$ cat src/rtl/mips_data_mem_responder.sv
// Wait-stated single-port data memory responder for a MIPS core (IDLE/ACCESS/RESP).
// Optional byte-lane write enables are added when DMEM_BYTE_WRITE_EN is defined.
module mips_data_mem_responder #(
   parameter int unsigned WAIT_STATES = 2,
   parameter int unsigned DEPTH       = 32
) (
   input  logic        clk,
   input  logic        rst_n,
   input  logic        req,
   input  logic        we,
   input  logic [6:0]  addr,
   input  logic [31:0] wdata,
`ifdef DMEM_BYTE_WRITE_EN
   input  logic [3:0]  be,
`endif
   output logic        ack,
   output logic [31:0] rdata,
   output logic        err,
   output logic        busy
);

   localparam int unsigned IW = (DEPTH > 1) ? $clog2(DEPTH) : 1;

   typedef enum logic [1:0] {
      IDLE   = 2'd0,
      ACCESS = 2'd1,
      RESP   = 2'd2
   } state_t;

   state_t      state_q, state_d;
   logic [3:0]  cnt_q, cnt_d;
   logic        we_q, we_d;
   logic [6:0]  addr_q, addr_d;
   logic [31:0] wdata_q, wdata_d;
   logic [3:0]  be_q, be_d;
   logic        ack_q, ack_d;
   logic        err_q, err_d;
   logic        busy_q, busy_d;
   logic [31:0] rdata_q, rdata_d;

   logic [31:0] mem_q [DEPTH];
   logic        mem_wr;
   logic [31:0] wmask;
   logic [IW-1:0] widx;

   // Word index wraps modulo DEPTH so non-power-of-two depths stay in range.
   assign widx = IW'(addr_q[6:2] % DEPTH);

   always_comb begin
      wmask = '0;
      for (int unsigned i = 0; i < 4; i++) begin
         wmask[i*8 +: 8] = {8{be_q[i]}};
      end
   end

   always_comb begin
      state_d = state_q;
      cnt_d   = cnt_q;
      we_d    = we_q;
      addr_d  = addr_q;
      wdata_d = wdata_q;
      be_d    = be_q;
      ack_d   = 1'b0;
      err_d   = 1'b0;
      busy_d  = busy_q;
      rdata_d = rdata_q;
      mem_wr  = 1'b0;
      case (state_q)
         IDLE: begin
            if (req) begin
               we_d    = we;
               addr_d  = addr;
               wdata_d = wdata;
`ifdef DMEM_BYTE_WRITE_EN
               be_d    = be;
`else
               be_d    = '1;
`endif
               cnt_d   = 4'(WAIT_STATES);
               state_d = ACCESS;
               busy_d  = 1'b1;
            end
         end
         ACCESS: begin
            if (cnt_q != 4'd0) begin
               cnt_d = cnt_q - 4'd1;
            end else begin
               state_d = RESP;
               ack_d   = 1'b1;
               if (addr_q[1:0] != 2'b00) begin
                  err_d = 1'b1;
               end else if (we_q) begin
                  mem_wr = 1'b1;
               end else begin
                  rdata_d = mem_q[widx];
               end
            end
         end
         RESP: begin
            state_d = IDLE;
            busy_d  = 1'b0;
         end
         default: begin
            state_d = IDLE;
            busy_d  = 1'b0;
         end
      endcase
   end

   always_ff @(posedge clk or negedge rst_n) begin
      if (!rst_n) begin
         state_q <= IDLE;
         cnt_q   <= '0;
         we_q    <= 1'b0;
         addr_q  <= '0;
         wdata_q <= '0;
         be_q    <= '0;
         ack_q   <= 1'b0;
         err_q   <= 1'b0;
         busy_q  <= 1'b0;
         rdata_q <= '0;
      end else begin
         state_q <= state_d;
         cnt_q   <= cnt_d;
         we_q    <= we_d;
         addr_q  <= addr_d;
         wdata_q <= wdata_d;
         be_q    <= be_d;
         ack_q   <= ack_d;
         err_q   <= err_d;
         busy_q  <= busy_d;
         rdata_q <= rdata_d;
      end
   end

   always_ff @(posedge clk or negedge rst_n) begin
      if (!rst_n) begin
         for (int unsigned i = 0; i < DEPTH; i++) begin
            mem_q[i] <= '0;
         end
      end else if (mem_wr) begin
         mem_q[widx] <= (mem_q[widx] & ~wmask) | (wdata_q & wmask);
      end
   end

   assign ack   = ack_q;
   assign err   = err_q;
   assign busy  = busy_q;
   assign rdata = rdata_q;

endmodule

$ cat config.mk
export PLATFORM = sky130hd
export DESIGN_NAME = mips_data_mem_responder
export DESIGN_NICKNAME = d
export VERILOG_FILES = /design/src/rtl/mips_data_mem_responder.sv
export SDC_FILE = /design/constraint.sdc
export NUM_CORES = 2
export LEC_CHECK = 0
export CAP_MARGIN = 20
export CORE_MARGIN = 4
export CORE_UTILIZATION = 37
export DETAILED_ROUTE_END_ITERATION = 8
export MAX_ROUTING_LAYER = met4
export PLACE_DENSITY = 0.55
export SYNTH_ARGS = -nofsm -noshare
export SYNTH_HDL_FRONTEND = slang
export SYNTH_SLANG_ARGS = --single-unit
$ cat constraint.sdc
create_clock -name clk -period 3.1 [get_ports clk]
set_clock_uncertainty 0.1 [all_clocks]
set_input_delay 0.62 -clock clk [delete_from_list [all_inputs] [get_ports clk]]
set_output_delay 0.62 -clock clk [all_outputs]
set_load 0.05 [all_outputs]
After elaboration in Yosys (flattened, before gate mapping):

Index checks and enable logic that the tools add are counted.

* multiply operators: 0
* $lt $le $gt $ge: 2
* reductions and logical operators: 10
* divide/modulo/power cells: 0
* $add $sub $neg: 1
* bitwise gates (word level): 9
* shift operators: 0
* mux-type cells: 23
* equality and inequality tests: 4

Operator list (number)
* $bwmux W1024: 1
* $bmux W32 S5: 1
* $demux W32 S5: 1
* $mux W32: 3
* $and A32 B32 Y32: 2
* $not A32 Y32: 1
* $or A32 B32 Y32: 1
* $mux W1: 10
* $mux W4: 2
* $pmux W4 S2: 1
* $ge A6 B6 Y1 const B: 1
* $lt A6 B1 Y1 const B: 1
* $ne A2 B2 Y1 const B: 3
* $not A5 Y6: 1
* $reduce_and A2 Y1: 3
* $mux W2: 2
* $not A1 Y1: 4
* $pmux W2 S2: 1
* $reduce_and A4 Y1: 1
* $reduce_bool A2 Y1: 2
* $reduce_bool A4 Y1: 1
* $sub A4 B1 Y4 const B: 1
* $reduce_and A3 Y1: 1
* $eq A2 B1 Y1 const B: 1
* 3 further kinds: 3

* output and inout bits: 35
* input port bits: 43
* memory bits (read-only): 0
* memories: 0
* register bits after elaboration: 1106
* latch bits: 0
* bits in writable memories: 0
* logic and storage cells: 91

Depth between registers and ports, before layout:

* depth in word-level cells: 7
* gate-level depth with buffers: 11
* gate-level depth less buffers: 7

Least setup slack after synthesis:

OpenSTA, ideal clock, no wires.

* path kind: register to register
* start point: register addr_q[2]
* end point: register mem_q[506] (netlist name)
* setup slack: 0.174 ns
* arrival: 2.692 ns
* buffers on the path: 4
* setup time: 0.135 ns
* cell stages (with the launch flop): 10
* path through: dfrtp_1 clkbuf_1 clkbuf_1 buf_1 mux2i_1 o22ai_1 or4_1 o31ai_1 clkbuf_1 o21ai_0

* cells in the longest elaborated chain, start to end: 7
* elaborated cells between the ends (all ways): 12

Ends and longest elaborated chain
* start: declaration: line 33 `logic [6:0] addr_q, addr_d;`
* start signal: assignment: line 126 `addr_q <= addr_d;`
* $not A5 Y6 (*): line 142 `mem_q[widx] <= (mem_q[widx] & ~wmask) | (wdata_q & wmask);`
* $bmux W32 S5: line 142
* $mux W32 (implied by the code) (2 in series): line 142
* $and A32 B32 Y32: line 142
* $or A32 B32 Y32: line 142
* $bwmux W1024 (*): line 142
* end signal: indexed assignment: line 142
* end: declaration: line 41 `logic [31:0] mem_q [DEPTH];`

Every way passes the cells marked *; elsewhere a longest branch is shown, timed or not. The select of a mux whose other input is x is not followed.
A chain may end at the register's enable or synchronous reset.

Final worst setup path:

* start point: register addr_q[2]
* end point: register mem_q[515] (netlist name)

Same word-level chain as after synthesis.

==> run metrics <==
Hold Crit Class=in -> async; DRT Pass-1 Iters=6; Skew-Pair Late Insertion Delay=730 ps; Die ar.=135000 um^2; Iteration-0 DRC Markers=3294; final hold viol count=0; Routability Congestion=0.836; Setup CP Type=reg -> reg; clock-pin slew on the worst setup and hold paths=60 ps; YS warnings=0; Clock Sinks=1106; Area Growth Syn to Fin=18.3%; root buf cell=clkbuf_16; Fillers=12.2k; top_reg_cell synth=dfrtp_1; Die W=367 um; CTS Buf Count=119; placed cells=6329; wirelength, routed=171 mm; via count=37.0k; syn avg cell area=10.1 um^2; FF-to-FF End=mem_q[515]; hpwl dp=101 mm; global-route wire length before repair=253 mm; Initial Util=0.374; vias in the first global route=36.5k; CP Capture Type=flop; initial antenna violation count=5; H-Tree Depth=3; Max-slew headroom=0.413; VDD IR max=489 uV; CTS tree=done; CP arrival=3490 ps; fin worst setup slack=67.7 ps; beginning of the critical path=addr_q[2]; Placed Area=52500 um^2; crit share post-route=0.978; num rows=131; Pwr Total=44.8 mW; Fmax achieved=0.330 GHz; # setup viols final=0; distinct cell type count after synthesis=44; Post-synth ARST share=1.00; layout cells sized above 1=0.120; Worst R2R Path Depth=8; max_cap viols=0; Hold WS=373 ps; non-filler instance count after layout=6550; r2r startpoint=addr_q[2]; Mapped Area=47800 um^2; Total GRT Usage=0.258; sequential share of the synthesized area=0.580; DRC=0; num ports=78; Port Buffers=77; post-route cell area=56500 um^2; total grt overflow=0; residual antenna-violating net count after detailed routing=0; CTS max path bufs=3; floorplan core area=128000 um^2; pin count of the biggest net entering global routing=131; pre-CTS setup slack=66.8 ps; power density over the cells=794 nW/um^2; Leak=24.9 nW; RSZ-0062 raised after global routing=no; Multi-input gate area=18700 um^2; post-layout util=0.442; register-to-register setup slack=70 ps; max-slew violation count=0; status=finished clean; FF/Latch Area=27700 um^2; Post-synth EDFFs=0; die height=367 um; Sum Neg Setup Slack=0 ps; Final min period=3030 ps; slew at the pin with the worst max-slew slack=881 ps; drt wl/cell=26.1 um; vias per inst=5.65; Synth Net Count=4787; nets=4834; WP data required=3560 ps; post-synthesis register bit count=1106; Critical Path Start Type=flop; Cells after Synth=4742; CP max FO=33
[cells in the final DEF (no fill, tap or decap), types with 76 or more instances in the layout]
master / Yosys / routed
buf_12: 0 / 88
buf_4: 2 / 194
clkbuf_16: 0 / 122
clkdlybuf4s50_1: 0 / 76
dfrtp_1: 1106 / 1101
mux2i_1: 512 / 512
nand2_1: 1075 / 1068
o21ai_0: 767 / 767
o21ai_1: 259 / 259
o22ai_1: 256 / 256
[state kept, by name, summed over array words and instances (netlist names), 2 cells and up]
| register | cells |
|---|---|
| addr_q | 7 |
| wdata_q | 32 |
| rdata | 32 |
| cnt_q | 4 |
| mem_q | 1024 |
| state_q | 2 |
[synth_stat cells (all sizes together) (34+ instances only)]
cell	n	share of area
dfrtp	1106	0.58
nand2	1083	0.086
o21ai	1026	0.11
mux2i	512	0.11
clkbuf	365	0.029
o22ai	256	0.034
buf	70	0.0072
nor2	70	0.0055
or4	65	0.010
mux2	39	0.0092
nand2b	34	0.0045
[final cells by class]
class                           instances  share of cell area
Clock buffer                          184              0.0645
Multi-Input combinational cell       3195               0.331
Clock inverter                         31             0.00611
Inverter                                6            0.000399
Tap cell                             1662              0.0368
Antenna cell                            5            0.000222
Timing Repair Buffer                  361              0.0711
Sequential cell                      1106               0.490
[where the power goes]
part | switching, mW | internal (mW) | total [mW]
registers | 0.911 | 15.8 | 16.7
logic | 8.52 | 5.06 | 13.6
clock network | 5.99 | 8.52 | 14.5
[cell families after synthesis]
family,share of synthesized area
compound gates,0.153
xor+xnor,0.000367
fa+ha+maj,0.000524
buf+inv,0.0365
flops,0.580
mux,0.117
simple gates,0.114
[timing repair]
item | 4_1_cts | 5_1_grt
setup buffers | 0 | 0
hold buffers | 1 | 0
resized for setup | 0 | 5
endpoints found under the hold margin | 17 | 0
setup endpoints to repair | 0 | 210
[worst max-delay path by stage]
| stage | end | slack [ps] | cells after the start |
|---|---|---|---|
| after floorplan | mem_q[506] | 170 | 9 |
| after global placement | mem_q[987] | 60 | 8 |
| after detailed placement | mem_q[987] | 70 | 8 |
| after CTS | mem_q[987] | 40 | 8 |
| after global routing | mem_q[967] | 6 | 8 |
| final | mem_q[515] | 70 | 8 |
[worst max-delay path, stage by stage (launching register included)]
cell     delay [ps]
dfrtp_4         550
buf_12          300
buf_4           250
mux2i_1         200
o22ai_1          90
or4_1           650
o31ai_4         330
buf_4           260
o21ai_0         120
[routing by layer]
layer / vias up / track usage / share of wire
li1: 16566 / - / -
met1: 18793 / 0.339 / 0.43
met2: 1304 / 0.397 / 0.46
met3: 359 / 0.0531 / 0.073
met4: 0 / 0.0887 / 0.036
met5: - / - / 0
Note: power is estimated with default switching activity, not from simulation.
